**config.mk**
```make
export PLATFORM = sky130hd
export DESIGN_NAME = digit_scan_controller
export DESIGN_NICKNAME = d
export VERILOG_FILES = /design/src/rtl/seg7_pkg.sv /design/src/rtl/pwm_dimmer.sv /design/src/rtl/digit_scan_controller.sv
export SDC_FILE = /design/constraint.sdc
export NUM_CORES = 1
export LEC_CHECK = 0
export ABC_AREA = 1
export BUFFER_PORTS_ARGS = -buffer_cell sky130_fd_sc_hd__buf_4
export CORE_MARGIN = 2
export CORE_UTILIZATION = 55
export DETAILED_ROUTE_END_ITERATION = 8
export PLACE_DENSITY = 0.74
export SLEW_MARGIN = 20
export SYNTH_ARGS = -nofsm -noshare
export SYNTH_HDL_FRONTEND = slang
export SYNTH_SLANG_ARGS = --single-unit
```
**constraint.sdc**
```tcl
create_clock -name sysclk -period 2.16 [get_ports sysclk]
set_clock_uncertainty 0.05 [all_clocks]
set_input_delay 0.432 -clock sysclk [delete_from_list [all_inputs] [get_ports sysclk]]
set_output_delay 0.432 -clock sysclk [all_outputs]
set_load 0.01 [all_outputs]
```
**src/rtl/seg7_pkg.sv**
```systemverilog
// rtl/seg7_pkg.sv - shared scan states, digit entry layout and hex-to-segment decode
package seg7_pkg;

  typedef enum logic [1:0] {
    IDLE  = 2'd0,
    LOAD  = 2'd1,
    WAIT  = 2'd2,
    DWELL = 2'd3
  } scan_state_e;

  localparam int ENT_W      = 6;
  localparam int ENT_BLANK  = 5;
  localparam int ENT_DP     = 4;
  localparam int ENT_HEX_HI = 3;

  localparam logic [ENT_W-1:0] ENT_RESET = 6'b100000;

  // Segment patterns g..a, digit 0 in the low seven bits up to F at the top.
  localparam logic [16*7-1:0] HEX_SEG_TBL = {
    7'h71, 7'h79, 7'h5E, 7'h39, 7'h7C, 7'h77, 7'h6F, 7'h7F,
    7'h07, 7'h7D, 7'h6D, 7'h66, 7'h4F, 7'h5B, 7'h06, 7'h3F
  };

  function automatic logic [7:0] decode_entry(input logic [ENT_W-1:0] entry);
    logic [7:0] seg;
    seg = {entry[ENT_DP], HEX_SEG_TBL[entry[ENT_HEX_HI:0]*7 +: 7]};
    if (entry[ENT_BLANK]) begin
      seg = 8'h00;
    end
    return seg;
  endfunction

endpackage

```
**src/rtl/pwm_dimmer.sv**
```systemverilog
// rtl/pwm_dimmer.sv - dwell timer split into sixteen slices, blanks slices above the brightness level
module pwm_dimmer #(
  parameter int DWELL_CYCLES = 16384
) (
  input  logic       clk,
  input  logic       rst_n,
  input  logic       run,
  input  logic [3:0] brightness,
  output logic       last,
  output logic       dim_blank
);

  localparam int SUB_CYCLES = DWELL_CYCLES / 16;
  localparam int SUB_W      = (SUB_CYCLES > 1) ? $clog2(SUB_CYCLES) : 1;

  // Slice index is kept as its own counter so no divider is needed.
  logic [SUB_W-1:0] sub_q, sub_d;
  logic [3:0]       slice_q, slice_d;
  logic             sub_wrap;

  always_comb begin
    sub_wrap = (sub_q == SUB_W'(SUB_CYCLES - 1));
    sub_d    = sub_q;
    slice_d  = slice_q;
    if (!run) begin
      sub_d   = '0;
      slice_d = '0;
    end else if (sub_wrap) begin
      sub_d   = '0;
      slice_d = slice_q + 4'd1;
    end else begin
      sub_d = sub_q + SUB_W'(1);
    end
  end

  assign last      = run && sub_wrap && (slice_q == 4'hF);
  assign dim_blank = (slice_q > brightness);

  always_ff @(posedge clk or negedge rst_n) begin
    if (!rst_n) begin
      sub_q   <= '0;
      slice_q <= '0;
    end else begin
      sub_q   <= sub_d;
      slice_q <= slice_d;
    end
  end

endmodule

```
**src/rtl/digit_scan_controller.sv**
```systemverilog
// rtl/digit_scan_controller.sv - multiplexed seven-segment scanner: digit store, load handshake, dwell
module digit_scan_controller
  import seg7_pkg::*;
#(
  parameter int NUM_DIGITS   = 8,
  parameter int DWELL_CYCLES = 16384,
  parameter int DONE_TIMEOUT = 64
) (
  input  logic       sysclk,
  input  logic       reset_n,
  input  logic       enable,
  input  logic       wr_en,
  input  logic [2:0] wr_addr,
  input  logic [5:0] wr_data,
  input  logic [3:0] brightness,
  input  logic       shift_done,
  output logic       shift_req,
  output logic [7:0] anodes,
  output logic [7:0] segments,
  output logic       blank,
  output logic [2:0] digit_idx,
  output logic       timeout_err
);

  localparam int WAIT_W = $clog2(DONE_TIMEOUT + 1);

  scan_state_e       state_q, state_d;
  logic [2:0]        idx_q, idx_d;
  logic [WAIT_W-1:0] wait_cnt_q, wait_cnt_d;
  logic [ENT_W-1:0]  store_q [NUM_DIGITS];
  logic [ENT_W-1:0]  store_d [NUM_DIGITS];
  logic              shift_req_q, shift_req_d;
  logic [7:0]        anodes_q, anodes_d;
  logic [7:0]        segments_q, segments_d;
  logic [2:0]        digit_idx_q, digit_idx_d;
  logic              timeout_err_q, timeout_err_d;
  logic              dwell_last;
  logic              dim_blank;

  pwm_dimmer #(
    .DWELL_CYCLES(DWELL_CYCLES)
  ) u_dimmer (
    .clk       (sysclk),
    .rst_n     (reset_n),
    .run       (state_q == DWELL),
    .brightness(brightness),
    .last      (dwell_last),
    .dim_blank (dim_blank)
  );

  always_comb begin
    store_d = store_q;
    if (wr_en && (int'(wr_addr) < NUM_DIGITS)) begin
      store_d[wr_addr] = wr_data;
    end
  end

  // Display outputs are registered on the LOAD cycle, so they appear together with shift_req.
  always_comb begin
    state_d       = state_q;
    idx_d         = idx_q;
    wait_cnt_d    = wait_cnt_q;
    shift_req_d   = 1'b0;
    anodes_d      = anodes_q;
    segments_d    = segments_q;
    digit_idx_d   = digit_idx_q;
    timeout_err_d = timeout_err_q;
    case (state_q)
      IDLE: begin
        if (enable) begin
          state_d = LOAD;
        end
      end
      LOAD: begin
        anodes_d    = 8'h01 << idx_q;
        segments_d  = decode_entry(store_q[idx_q]);
        digit_idx_d = idx_q;
        shift_req_d = 1'b1;
        wait_cnt_d  = '0;
        state_d     = WAIT;
      end
      WAIT: begin
        if (shift_done) begin
          state_d = DWELL;
        end else if (wait_cnt_q == WAIT_W'(DONE_TIMEOUT - 1)) begin
          timeout_err_d = 1'b1;
          state_d       = DWELL;
        end else begin
          wait_cnt_d = wait_cnt_q + WAIT_W'(1);
        end
      end
      DWELL: begin
        if (dwell_last) begin
          idx_d = (idx_q == 3'(NUM_DIGITS - 1)) ? 3'd0 : idx_q + 3'd1;
          if (enable) begin
            state_d = LOAD;
          end else begin
            state_d  = IDLE;
            anodes_d = 8'h00;
          end
        end
      end
      default: state_d = IDLE;
    endcase
  end

  always_ff @(posedge sysclk or negedge reset_n) begin
    if (!reset_n) begin
      state_q       <= IDLE;
      idx_q         <= '0;
      wait_cnt_q    <= '0;
      shift_req_q   <= 1'b0;
      anodes_q      <= '0;
      segments_q    <= '0;
      digit_idx_q   <= '0;
      timeout_err_q <= 1'b0;
      for (int i = 0; i < NUM_DIGITS; i++) begin
        store_q[i] <= ENT_RESET;
      end
    end else begin
      state_q       <= state_d;
      idx_q         <= idx_d;
      wait_cnt_q    <= wait_cnt_d;
      shift_req_q   <= shift_req_d;
      anodes_q      <= anodes_d;
      segments_q    <= segments_d;
      digit_idx_q   <= digit_idx_d;
      timeout_err_q <= timeout_err_d;
      store_q       <= store_d;
    end
  end

  assign shift_req   = shift_req_q;
  assign anodes      = anodes_q;
  assign segments    = segments_q;
  assign digit_idx   = digit_idx_q;
  assign timeout_err = timeout_err_q;
  assign blank       = (state_q != DWELL) || dim_blank;

endmodule

```
# Yosys cells after proc, flatten, opt, wreduce, memory -nomap -nowiden
# Index checks and enable logic that the tools add are counted.
[classes]
bitwise_logic = 3
reduce_logical = 12
addsub = 4
multipliers = 1
shift = 2
eq_ne = 15
n_lt_le_gt_ge = 4
mux = 25
[ops]
columns = ["op", "n"]
rows = [
  ["$shiftx A112 B8 Y7 const A", 1],
  ["$bwmux W48", 1],
  ["$mux W8", 3],
  ["$mux W10", 2],
  ["$bmux W6 S3", 1],
  ["$demux W6 S3", 1],
  ["$mux W6", 3],
  ["$pmux W8 S2", 1],
  ["$mux W7", 2],
  ["$ne A2 B2 Y1 const B", 7],
  ["$pmux W7 S2", 1],
  ["$reduce_and A3 Y1", 4],
  ["$add A10 B1 Y10 const B", 1],
  ["$eq A10 B10 Y1 const B", 1],
  ["$ge A4 B4 Y1 const B", 2],
  ["$mux W2", 4],
  ["$mux W4", 2],
  ["$not A3 Y4", 2],
  ["$pmux W2 S4", 1],
  ["$shl A1 B3 Y8 const A", 1],
  ["$add A7 B1 Y7 const B", 1],
  ["$eq A7 B6 Y1 const B", 1],
  ["$mul A4 B3 Y7 const B", 1],
  ["$add A4 B1 Y4 const B", 1],
  ["other kinds (16)", 21],
]
[totals]
inputBits = 18
register_bits = 95
out_inout_bits = 22
elab_cells = 84

# Depth between registers and ports, before layout
# Gate-level depths: netlist of the first run.
[logic_depth]
ltp_word = 7
depth_mapped = 15
depth_no_buf = 13

# Cells and area by module
# A second synthesis of the first run with hierarchy kept.
[unflattened]
cells_unflattened = 633
area_unflattened_um2 = 5076.1
[by_module_without_submodules]
columns = ["module", "area_each_um2", "cells_each", "seq_area_each_um2", "n_inst"]
rows = [
  ["digit_scan_controller", 4185.3, 516, 2037.0, 1],
  ["pwm_dimmer", 890.9, 117, 350.3, 1],
]

# Worst setup path before layout of the first run
# No wires, ideal clock.
[synth_path]
path_type = "register to register"
startpoint = "register idx_q[0]"
endpoint = "register segments_q[3] (netlist: segments[3])"
path_stages_with_launch = 13
synth_period_minus_slack_ps = 1941
arrival_ps = 1773
path_slack_ps = 219
setup_ps = 117
n_path_buf = 2
required_time_ps = 1993
path_cell_list = "dfrtp_1 -> buf_6 -> inv_4 -> buf_6 -> nand2_1 -> nand3_1 -> nand2_1 -> o21ai_0 -> ha_1 -> nand3_1 -> nand3_1 -> nand3_1 -> nand2_1"
[synth_between]
elab_chain_cells = 7
[synth_rtl]
columns = ["item", "line_no", "text"]
rows = [
  ["start: declaration", "digit_scan_controller.sv:28", "logic [2:0] idx_q, idx_d;"],
  ["start signal: assignment", "digit_scan_controller.sv:122", "idx_q <= idx_d;"],
  ["$not A3 Y4 (implied by the code) *", "digit_scan_controller.sv:76", "segments_d = decode_entry(store_q[idx_q]);"],
  ["$bmux W6 S3 *", "digit_scan_controller.sv:76", ""],
  ["$mux W6 (implied by the code) * (2 in a row)", "digit_scan_controller.sv:76", ""],
  ["$mul A4 B3 Y7", "seg7_pkg.sv:26", "seg = {entry[ENT_DP], HEX_SEG_TBL[entry[ENT_HEX_HI:0]*7 +: 7]};"],
  ["$shiftx A112 B8 Y7", "seg7_pkg.sv:26", ""],
  ["$mux W8 *", "seg7_pkg.sv:27", "if (entry[ENT_BLANK]) begin"],
  ["end signal: assignment", "digit_scan_controller.sv:126", "segments_q <= segments_d;"],
  ["end: declaration", "digit_scan_controller.sv:34", "logic [7:0] segments_q, segments_d;"],
]
# Every way passes the cells marked *; elsewhere a longest branch is shown, timed or not. The select of a mux whose other input is x is not followed.
# A chain may end at the register's enable or synchronous reset.

# Worst setup path in the final report of the first run
[layout_path]
startpoint = "register u_dimmer.slice_q[2]"
endpoint = "output blank"
[layout_between]
elab_chain_cells = 2
[layout_rtl]
columns = ["item", "line_no", "text"]
rows = [
  ["start: declaration", "pwm_dimmer.sv:18", "logic [3:0] slice_q, slice_d;"],
  ["start signal: assignment", "pwm_dimmer.sv:45", "slice_q <= slice_d;"],
  ["$gt A4 B4 Y1", "pwm_dimmer.sv:37", "assign dim_blank = (slice_q > brightness);"],
  ["$logic_or A1 B1 Y1", "digit_scan_controller.sv:138", "assign blank = (state_q != DWELL) || dim_blank;"],
  ["end: declaration", "digit_scan_controller.sv:20", "output logic blank,"],
]
# Every way passes these cells.

==> flow_metrics.py, run 1 <==
metrics = {
    "run_status": {
        "outcome": "complete, no violations",
    },
    "detailed_routing": {
        "wl_mm": 10.7,
        "drt_iter0_drc": 204,
        "dr.pass1.iters": 5,
        "drcViolationCount": 0,
        "antenna_left": 0,
        "vias": 4219,
        "wire_per_inst_um": 13.5,
        "vias_per_cell": 5.33,
    },
    "die": {
        "num_rows": 34,
        "die_w_um": 98.9,
        "coreArea_sq_um": 8720,
        "dieArea_sq_um": 9780,
        "die_h_um": 98.9,
        "initial_core_util_pct": 56.8,
        "io_pins": 40,
    },
    "worst_hold_path": {
        "hold_class": "input pin to asynchronous set/reset pin",
    },
    "critical_path": {
        "crit_top_cell": "nand2_1",
        "critPathSlowestCell": "dfrtp_1",
        "crit_required_ns": 1.68,
        "critPathTopFamily": "flip-flops",
        "critical-path-max-stage-delay_ns": 0.41,
        "worstSetupPathType": "register to output port",
        "start_kind": "register",
        "crit_fanout": 2,
        "end_kind": "output port",
        "crit_path_cell_trace": "ha_1 > nand2_1 > o21bai_1 > nand2_1 > o21ai_0 > nand2_1 > buf_4",
        "cp.buffers_inverters": 1,
        "arrival_ns": 1.57,
    },
    "clock_network": {
        "cts_buffers": 9,
        "cts_tree": "built",
        "clkTransAtPathRegs_ns": 0.09,
        "cts-htree-levels": 3,
        "holdBufCountCts": 0,
        "clock_sinks": 95,
        "cts_max_path_buffers": 2,
        "clock_latency_ns": 0.36,
        "cts_root_buf": "clkbuf_8",
    },
    "grt": {
        "grt_pass1_wl_mm": 18.6,
        "top_usage_layer": "met2",
        "grt_remaining_overflow": 0,
        "grt.met1_usage_pct": 30.9,
        "grt_max_degree": 44,
        "grt_usage_pct": 23.4,
        "grt_use_met2_pct": 38.8,
        "gr-usage-met3_pct": 4.33,
        "grt_pass1_vias": 4051,
        "antenna_found_initial": 0,
    },
    "final_layout": {
        "area_growth_pct": 14.6,
        "diodes": 0,
        "fin_nets": 719,
        "final_area_sq_um": 5680,
        "drive_gt1_share_pct": 14.6,
        "final_cells": 791,
        "utilization_pct": 65.1,
    },
    "sta": {
        "fin_crit_sh_pct": 95.2,
        "layout_min_cycle_time_ns": 2.06,
        "hold_viol_final": 0,
        "finalSetupViolations": 0,
        "tightestPinTransition_ns": 0.569,
        "final.setup.tns_ns": 0,
        "hold_ws_ns": 0.0174,
        "relSlewSlack_pct": 62.1,
        "fmax_mhz": 486,
        "setup_slack_ns": 0.103,
        "slew_viol_final": 0,
    },
    "power_and_ir_drop": {
        "power.total_mw": 5.06,
        "power_density_nw_per_um2": 892,
        "p_leak_nw": 2.95,
        "ir_drop_uv": 467,
    },
    "synthesis": {
        "syn-num-nets": 669,
        "synth_area_per_cell_sq_um": 7.89,
        "synth.top_cell.area_share_pct": 43.9,
        "yosys_warnings": 0,
        "syn_area_sq_um": 4950,
        "synth_cell_types": 37,
        "ys_top_cells_by_area": "dfrtp_1 44%, nand2_1 14%, nand3_1 6.7%",
        "yosys.area.top_type": "dfrtp_1",
        "synth_seq_cells": 95,
        "seq_area_frac_synth_pct": 48.2,
        "syn_inst": 628,
    },
    "placed_design": {
        "placed_cell_area_sq_um": 5420,
        "port_buffers": 39,
        "placed_cells": 772,
        "pre_cts_ws_ns": 0.196,
        "gp_routability_congestion": 0.880,
        "post-dp-hpwl_mm": 7.65,
    },
    "run": {
        "maxCapViolations": 0,
    },
}
flip-flops by register name, summed over array words and instances, names as in the netlist:
name / count
shift_req: 1
wait_cnt_q: 7
digit_idx: 3
u_dimmer.slice_q: 4
anodes: 8
state_q: 2
u_dimmer.sub_q: 10
idx_q: 3
store_q: 48
segments: 8
timeout_err: 1
report_power, final:
| group | leakage (nW) | switching, mW | internal (mW) |
|---|---|---|---|
| Clock | 0.105 | 0.613 | 0.597 |
| Sequential | 1.21 | 0.201 | 2.13 |
| Combinational | 1.64 | 0.928 | 0.596 |
| Total | 2.95 | 1.74 | 3.32 |
Yosys cell counts:
cell type and number:
o211ai_1 1, dfrtp_1 87, ha_1 23, o21ai_1 1
buf_2 4, nand2_1 191, dfstp_2 8, nand4_1 2
o21bai_1 1, buf_1 1, o21ai_0 62, xor2_1 3
o31ai_1 2, nor2_1 34, buf_6 2, nor3b_1 2
a21oi_1 10, nand3_2 2, a211oi_1 1, o21ai_4 1
clkbuf_1 11, o22ai_1 2, nand2_2 3, a22oi_1 1
nand3_4 1, xnor2_1 1, buf_4 2, inv_1 81
nand3_1 66, inv_4 1, a31oi_1 1, a22o_1 1
nor3_1 12, nor4_1 1, nand2_4 1, inv_2 2
nor2_4 3
routing by layer:
layer | wire [um] | up-vias
met1 | 4930 | 2000
met3 | 449 | 16
li1 | - | 2105
met5 | 0 | -
met4 | 145 | 0
met2 | 5130 | 98
logic make-up (layout without fill, tap and decap cells):
logic type               count (synthesis)  after routing  share of synthesized area, %
buffers and inverters                  104            159                          8.48
AO/OA/AOI/OAI                           84             84                          9.17
adder cells (fa/ha/maj)                 23             23                          5.81
XOR/XNOR                                 4              4                         0.707
AND/OR/NAND/NOR                        318            318                          27.7
flip-flops                              95             95                          48.2
final cells by class:
type | instances | area, sq um
fillers | 773 | 3040
flip-flops and latches | 95 | 2390
multi-input cells | 429 | 2170
repair buffers | 59 | 455
inverters | 84 | 318
clock buffers | 11 | 151
well taps | 108 | 135
clock inverters | 5 | 56.3
layout by cell type (no fill, tap or decap), types with 8 or more instances in the layout:
cell type  Yosys  routed
inv_1         81      81
buf_4          2      58
o21ai_0       62      62
nor3_1        12      12
clkbuf_8       0      11
ha_1          23      21
nand3_1       66      66
a21oi_1       10      10
nand2_1      191     191
nor2_1        34      34
dfrtp_1       87      86
dfstp_2        8       8
final timing paths:
check,start,to,slack [ns],cells past startpoint
max,u_dimmer.slice_q[2],blank,0.10,7
min,reset_n,wait_cnt_q[4],0.02,1
max reg2reg,idx_q[0],segments[0],0.25,12
min reg2reg,u_dimmer.sub_q[0],u_dimmer.sub_q[0],0.41,1
max in group asynchronous,reset_n,store_q[35],1.42,2
min in group sysclk,shift_done,timeout_err,0.21,2
timing repair:
| item | in CTS | in global routing |
|---|---|---|
| endpoints found under the hold margin | 0 | 0 |
| endpoints found under the setup margin | 0 | 7 |
| buffers inserted | 0 | 3 |
| resized for setup | 0 | 3 |
Power figures use the tool's default switching activity.
==> run 2: changes to the inputs <==
--- a/config.mk
+++ b/config.mk
@@ -7,10 +7,10 @@
 export LEC_CHECK = 0
 export ABC_AREA = 1
 export BUFFER_PORTS_ARGS = -buffer_cell sky130_fd_sc_hd__buf_4
-export CORE_MARGIN = 2
-export CORE_UTILIZATION = 55
+export CORE_MARGIN = 1
+export CORE_UTILIZATION = 54
 export DETAILED_ROUTE_END_ITERATION = 8
-export PLACE_DENSITY = 0.74
+export PLACE_DENSITY = 0.76
 export SLEW_MARGIN = 20
 export SYNTH_ARGS = -nofsm -noshare
 export SYNTH_HDL_FRONTEND = slang
==> constraint.sdc (replaced) <==
create_clock -name sysclk -period 1.85 [get_ports sysclk]
set_clock_uncertainty 0.05 [all_clocks]
set_input_delay 0.37 -clock sysclk [delete_from_list [all_inputs] [get_ports sysclk]]
set_output_delay 0.37 -clock sysclk [all_outputs]
set_load 0.01 [all_outputs]
==> run 2 against run 1 <==
Against the previous run:
- the run now ends with DRC, setup timing left
- combinational power rose by 30%
- non-clock buffer count rose by 14
- clock power rose by 36%
- setup slack got worse by 0.25 ns
- first-iteration DRC count rose by 40%
- count of clock-buffer cells in the layout rose by 2
- global-route usage rose by 1.1 points
- routed wire length rose by 11%
- cell count rose by 1.9%
- largest power group unchanged
==> flow_metrics.py, run 2 (same netlist as run 1, synthesis figures left out) <==
metrics = {
    "run_status": {
        "outcome": "complete, but fails checks",
        "violations": "DRC, setup timing",
    },
    "grt": {
        "grt_max_degree": 35,
        "grt_pass1_vias": 4057,
        "grt_usage_pct": 24.5,
        "antenna_found_initial": 0,
        "grt_remaining_overflow": 0,
        "grt_pass1_wl_mm": 18.6,
    },
    "critical_path": {
        "critical-path-max-stage-delay_ns": 0.41,
        "start_kind": "register",
        "rr_worst_depth": 13,
        "arrival_ns": 1.57,
        "crit_required_ns": 1.43,
        "r2r_start": "idx_q[0]",
        "reg2reg_slack_ns": -0.06,
        "end_kind": "output port",
        "critPathSlowestCell": "dfrtp_1",
        "cp.depth": 7,
        "startpoint": "u_dimmer.slice_q[2]",
        "critPathTopFamily": "flip-flops",
        "cp.buffers_inverters": 1,
        "r2r_end": "segments[3]",
        "worstSetupEndpoint": "blank",
        "crit_top_cell": "nand2_1",
        "worstSetupPathType": "register to output port",
        "crit_path_cell_trace": "ha_1 > nand2_1 > o21bai_1 > nand2_1 > o21ai_1 > nand2_1 > buf_6",
        "crit_fanout": 3,
    },
    "die": {
        "initial_core_util_pct": 56.3,
        "die_w_um": 97.8,
        "dieArea_sq_um": 9560,
        "coreArea_sq_um": 8810,
        "die_h_um": 97.8,
        "io_pins": 40,
        "num_rows": 34,
    },
    "final_layout": {
        "diodes": 0,
        "n_fill_cell": 659,
        "final_area_sq_um": 6100,
        "fin_nets": 734,
        "area_growth_pct": 23.1,
        "layout_common_cells": "183 x nand2_1, 86 x dfrtp_1, 78 x inv_1",
        "reg_top3": "store_q x48, u_dimmer.sub_q x10",
        "final_common_cell": "nand2_1",
        "top_register": "store_q",
        "drive_gt1_share_pct": 20.8,
        "utilization_pct": 69.3,
        "largest_reg_flops": 48,
    },
    "detailed_routing": {
        "antenna_left": 0,
        "drt_iter0_drc": 286,
        "wire_per_inst_um": 14.7,
        "wl_mm": 11.8,
        "vias_per_cell": 5.45,
        "drcViolationCount": 9,
        "met1_length_mm": 5.07,
        "dr.pass1.iters": 9,
        "vias": 4390,
        "top_layer_used": "met4",
        "wl_met3_um": 588,
        "route.met2.wl_mm": 6.03,
    },
    "clock_network": {
        "cts_tree": "built",
        "cts_root_buf": "clkbuf_8",
        "cts_buffers": 9,
        "cts_max_path_buffers": 2,
        "cts-htree-levels": 3,
        "clkTransAtPathRegs_ns": 0.09,
        "clock_latency_ns": 0.37,
        "clock_sinks": 95,
    },
    "power_and_ir_drop": {
        "clkPwrFrac_pct": 25.8,
        "power_density_nw_per_um2": 1040,
        "p_switching_mw": 2.13,
        "p_int_mw": 4.21,
        "combPwrFrac_pct": 31.2,
        "seqPwrFrac_pct": 42.9,
        "p_sw_share_pct": 33.6,
        "p_leak_nw": 3.08,
        "ir_drop_uv": 538,
        "power.total_mw": 6.35,
    },
    "sta": {
        "layout_min_cycle_time_ns": 1.99,
        "hold_ws_ns": 0.134,
        "fin_crit_sh_pct": 108,
        "rsz0062_at_grt": "yes",
        "slew_viol_final": 0,
        "final.setup.tns_ns": -0.260,
        "relSlewSlack_pct": 68.6,
        "finalSetupViolations": 5,
        "tightestPinTransition_ns": 0.470,
        "hold_viol_final": 0,
        "fmax_mhz": 502,
        "setup_slack_ns": -0.143,
    },
    "placed_design": {
        "placed_cell_area_sq_um": 5480,
        "post-dp-hpwl_mm": 7.77,
        "port_buffers": 39,
        "gp_routability_congestion": 0.882,
    },
    "worst_hold_path": {
        "hold_depth": 2,
        "hold_class": "input pin to register",
    },
    "run": {
        "maxCapViolations": 0,
    },
}
## run 2: cell count changes in the layout (fill, tap and decap cells not counted), sizes merged
cell and change:
buf +12, clkbuf +3, bufinv +2, clkinv -2, clkinvlp -1, dlygate4sd3 +1, inv -1, nand2 +1
## run 2: what timing repair did
item                                   in CTS  in global routing
cloned                                      0                  2
pin swaps                                   0                 21
hold buffers                                1                  0
setup endpoints to repair                   8                 21
setup buffers                               2                 11
gates resized for setup                     5                 54
endpoints found under the hold margin      22                  0
## run 2: worst min path at each step
stage / start / end / slack [ns]
2_1_floorplan: reset_n / anodes[0] / 0.02
3_3_place_gp: reset_n / u_dimmer.sub_q[4] / 0.28
3_5_place_dp: reset_n / u_dimmer.sub_q[4] / 0.29
4_1_cts: shift_done / timeout_err / 0.13
5_1_grt: shift_done / timeout_err / 0.14
6_report: shift_done / timeout_err / 0.13
## run 2: final cells by class
type / count / area, sq um / area share (%)
Tap cell: 108 / 135 / 2.22
Clock buffer: 13 / 149 / 2.44
Multi-Input combinational cell: 430 / 2380 / 39.0
Sequential cell: 95 / 2390 / 39.2
Inverter: 84 / 323 / 5.29
Clock inverter: 3 / 90.1 / 1.48
Timing Repair Buffer: 73 / 637 / 10.4
## run 2: stage by stage
step / std cells / setup slack [ns]
after floorplan: 628 / 0.0218
after global placement: 775 / 0.0383
after detailed placement: 775 / -0.0518
after CTS: 794 / -0.178
after global routing: 806 / -0.231
final: 806 / -0.143
## run 2: routing by layer
metal  track usage [%]  vias up
li1                  -     2126
met4              8.16        0
met5                 0        -
met1              30.1     2112
met2              42.3      134
met3              5.87       18
## run 2: power groups by stage
| stage | registers (mW) | logic (mW) | clock network, mW |
|---|---|---|---|
| after floorplan | 2.75 | 1.14 | 0 |
| after global placement | 2.74 | 1.76 | 0 |
| after detailed placement | 2.75 | 1.82 | 0 |
| after CTS | 2.72 | 1.85 | 1.66 |
| after global routing | 2.77 | 2.23 | 1.75 |
| final | 2.72 | 1.98 | 1.64 |
==> run 3: changes to the inputs <==
--- a/config.mk
+++ b/config.mk
@@ -7,10 +7,14 @@
 export LEC_CHECK = 0
 export ABC_AREA = 1
 export BUFFER_PORTS_ARGS = -buffer_cell sky130_fd_sc_hd__buf_4
+export CELL_PAD_IN_SITES_DETAIL_PLACEMENT = 2
+export CELL_PAD_IN_SITES_GLOBAL_PLACEMENT = 2
 export CORE_MARGIN = 1
-export CORE_UTILIZATION = 54
+export CORE_UTILIZATION = 33
+export CTS_BUF_LIST = sky130_fd_sc_hd__clkbuf_8
 export DETAILED_ROUTE_END_ITERATION = 8
-export PLACE_DENSITY = 0.76
+export GPL_TIMING_DRIVEN = 0
+export PLACE_DENSITY_LB_ADDON = 0.1
 export SLEW_MARGIN = 20
 export SYNTH_ARGS = -nofsm -noshare
 export SYNTH_HDL_FRONTEND = slang
==> run 3 against run 2 <==
Against the previous run:
- the run ends with setup timing left
- largest cell class is now multi-input gates
- critical path depth stayed put
- worst hold slack got worse by 0.097 ns
- cell count rose by 11%
- maximum frequency decreased by 1.3%
- setup slack lost 0.026 ns
- non-clock buffer count rose by 18
- count of clock-buffer cells in the layout shrank 3
==> flow_metrics.py, run 3 (same netlist as run 1, synthesis figures left out) <==
metrics = {
    "run_status": {
        "outcome": "complete, but fails checks",
        "violations": "setup timing",
    },
    "placed_design": {
        "placed_cells": 851,
        "port_buffers": 39,
        "gp_routability_congestion": 0.745,
        "post-dp-hpwl_mm": 10.5,
    },
    "critical_path": {
        "r2r_end": "segments[1]",
        "crit_top_cell": "nand2_1",
        "cp.buffers_inverters": 1,
        "startpoint": "u_dimmer.slice_q[2]",
        "arrival_ns": 1.60,
        "crit_fanout": 2,
        "crit_required_ns": 1.43,
        "cp.depth": 7,
        "end_kind": "output port",
        "critPathSlowestCell": "dfrtp_1",
        "worstSetupEndpoint": "blank",
        "critical-path-max-stage-delay_ns": 0.41,
        "start_kind": "register",
        "reg2reg_slack_ns": -0.12,
        "r2r_start": "idx_q[0]",
        "crit_path_cell_trace": "ha_1 > nand2_1 > o21bai_1 > nand2_1 > o21ai_1 > nand2_1 > buf_6",
        "rr_worst_depth": 14,
        "critPathTopFamily": "flip-flops",
        "worstSetupPathType": "register to output port",
    },
    "sta": {
        "hold_ws_ns": 0.0371,
        "rsz0062_at_grt": "yes",
        "hold_viol_final": 0,
        "slew_viol_final": 0,
        "setup_slack_ns": -0.169,
        "fin_crit_sh_pct": 109,
        "relSlewSlack_pct": 37.0,
        "tightestPinTransition_ns": 0.945,
        "fmax_mhz": 495,
        "layout_min_cycle_time_ns": 2.02,
        "finalSetupViolations": 9,
    },
    "power_and_ir_drop": {
        "ir_drop_uv": 360,
        "power_density_nw_per_um2": 1000,
        "p_leak_nw": 3.16,
    },
    "final_layout": {
        "reg_top3": "store_q x48, u_dimmer.sub_q x10",
        "diodes": 0,
        "area_growth_pct": 30.7,
        "layout_common_cells": "170 x nand2_1, 85 x dfrtp_1, 75 x inv_1",
        "n_fill_cell": 1641,
        "largest_reg_flops": 48,
        "drive_gt1_share_pct": 27.6,
        "top_register": "store_q",
        "final_common_cell": "nand2_1",
        "final_cells": 898,
        "fin_nets": 752,
    },
    "grt": {
        "grt_pass1_wl_mm": 25.7,
        "grt_max_degree": 96,
        "grt_pass1_vias": 4960,
        "grt_usage_pct": 20.9,
        "grt_remaining_overflow": 0,
        "antenna_found_initial": 0,
    },
    "clock_network": {
        "clock_sinks": 95,
        "clock_latency_ns": 0.37,
        "cts-htree-levels": 3,
        "holdBufCountCts": 0,
        "cts_tree": "built",
        "clkTransAtPathRegs_ns": 0.09,
        "cts_buffers": 9,
        "cts_max_path_buffers": 2,
        "cts_root_buf": "clkbuf_8",
    },
    "die": {
        "num_rows": 44,
        "coreArea_sq_um": 14600,
        "initial_core_util_pct": 34.0,
        "dieArea_sq_um": 15500,
        "die_w_um": 125,
        "die_h_um": 125,
        "io_pins": 40,
    },
    "detailed_routing": {
        "vias": 4569,
        "vias_per_cell": 5.09,
        "wl_met3_um": 442,
        "wire_per_inst_um": 18.0,
        "top_layer_used": "met4",
        "antenna_left": 0,
        "met1_length_mm": 6.89,
        "drt_iter0_drc": 210,
        "wl_mm": 16.2,
        "drcViolationCount": 0,
        "dr.pass1.iters": 4,
        "route.met2.wl_mm": 8.51,
    },
    "worst_hold_path": {
        "hold_class": "input pin to asynchronous set/reset pin",
    },
    "run": {
        "maxCapViolations": 0,
    },
}
## run 3: cell count changes in the layout (fill, tap and decap cells not counted), moves of 6 or more
cell / change
nand3_1: -14
nand3_2: +9
buf_4: +6
nand2_1: -13
nand2_4: +7
## run 3: per-stage QoR
stage / setup TNS [ns] / instance area [sq um] / setup slack [ns] / power [mW] / util, %
finish: -0.666 / 6480 / -0.169 / 6.50 / 44.4
global route: -2.97 / 6480 / -0.295 / 6.95 / 44.4
CTS: -0.562 / 6110 / -0.183 / 6.23 / 41.9
detailed placement: -4.42 / 5480 / -0.537 / 4.61 / 37.6
global placement: -3.44 / 5480 / -0.517 / 4.49 / 37.5
floorplan: 0 / 4950 / 0.0218 / 3.90 / -
## run 3: worst register-to-register path, delay by kind of cell (launching register included)
kind | cells | cell delay [ns]
adders and majority gates | 1 | 0.30
and+or+nand+nor | 10 | 0.76
DFF | 1 | 0.40
buffers and inverters | 3 | 0.37
## run 3: how the worst min path moves through the flow
stage	cells after the start	startpoint	to
detailed placement	2	timeout_err	timeout_err
global placement	1	u_dimmer.sub_q[0]	u_dimmer.sub_q[0]
finish	1	reset_n	u_dimmer.slice_q[1]
CTS	1	reset_n	u_dimmer.slice_q[3]
floorplan	0	reset_n	anodes[0]
global route	1	reset_n	u_dimmer.sub_q[4]
## run 3: cell type report
type / instances / area, sq um / area share, %
buffer: 20 / 166 / 2.57
clock buffer: 10 / 138 / 2.13
clock inverter: 4 / 41.3 / 0.638
inverter: 84 / 337 / 5.20
multi-input combinational: 430 / 2620 / 40.4
sequential: 95 / 2390 / 36.9
tap: 184 / 230 / 3.55
timing repair buffer: 71 / 556 / 8.58
## run 3: timing repair
action | in CTS | in global routing
setup buffers | 19 | 14
setup endpoints to repair | 28 | 36
pin swaps | 22 | 24
gates resized for setup | 80 | 62
gates cloned | 1 | 0
## run 3: where the power goes
| part | internal (mW) | leakage [nW] | switching [mW] |
|---|---|---|---|
| Combinational | 0.954 | 1.85 | 1.45 |
| Sequential | 2.49 | 1.21 | 0.241 |
| Clock | 0.635 | 0.102 | 0.732 |
| Total | 4.07 | 3.16 | 2.42 |
## run 3: layer usage
metal,global-route usage [%],vias to the layer above
met2,37.8,66
met3,2.71,26
li1,-,2163
met5,0,-
met4,6.31,0
met1,25.6,2314
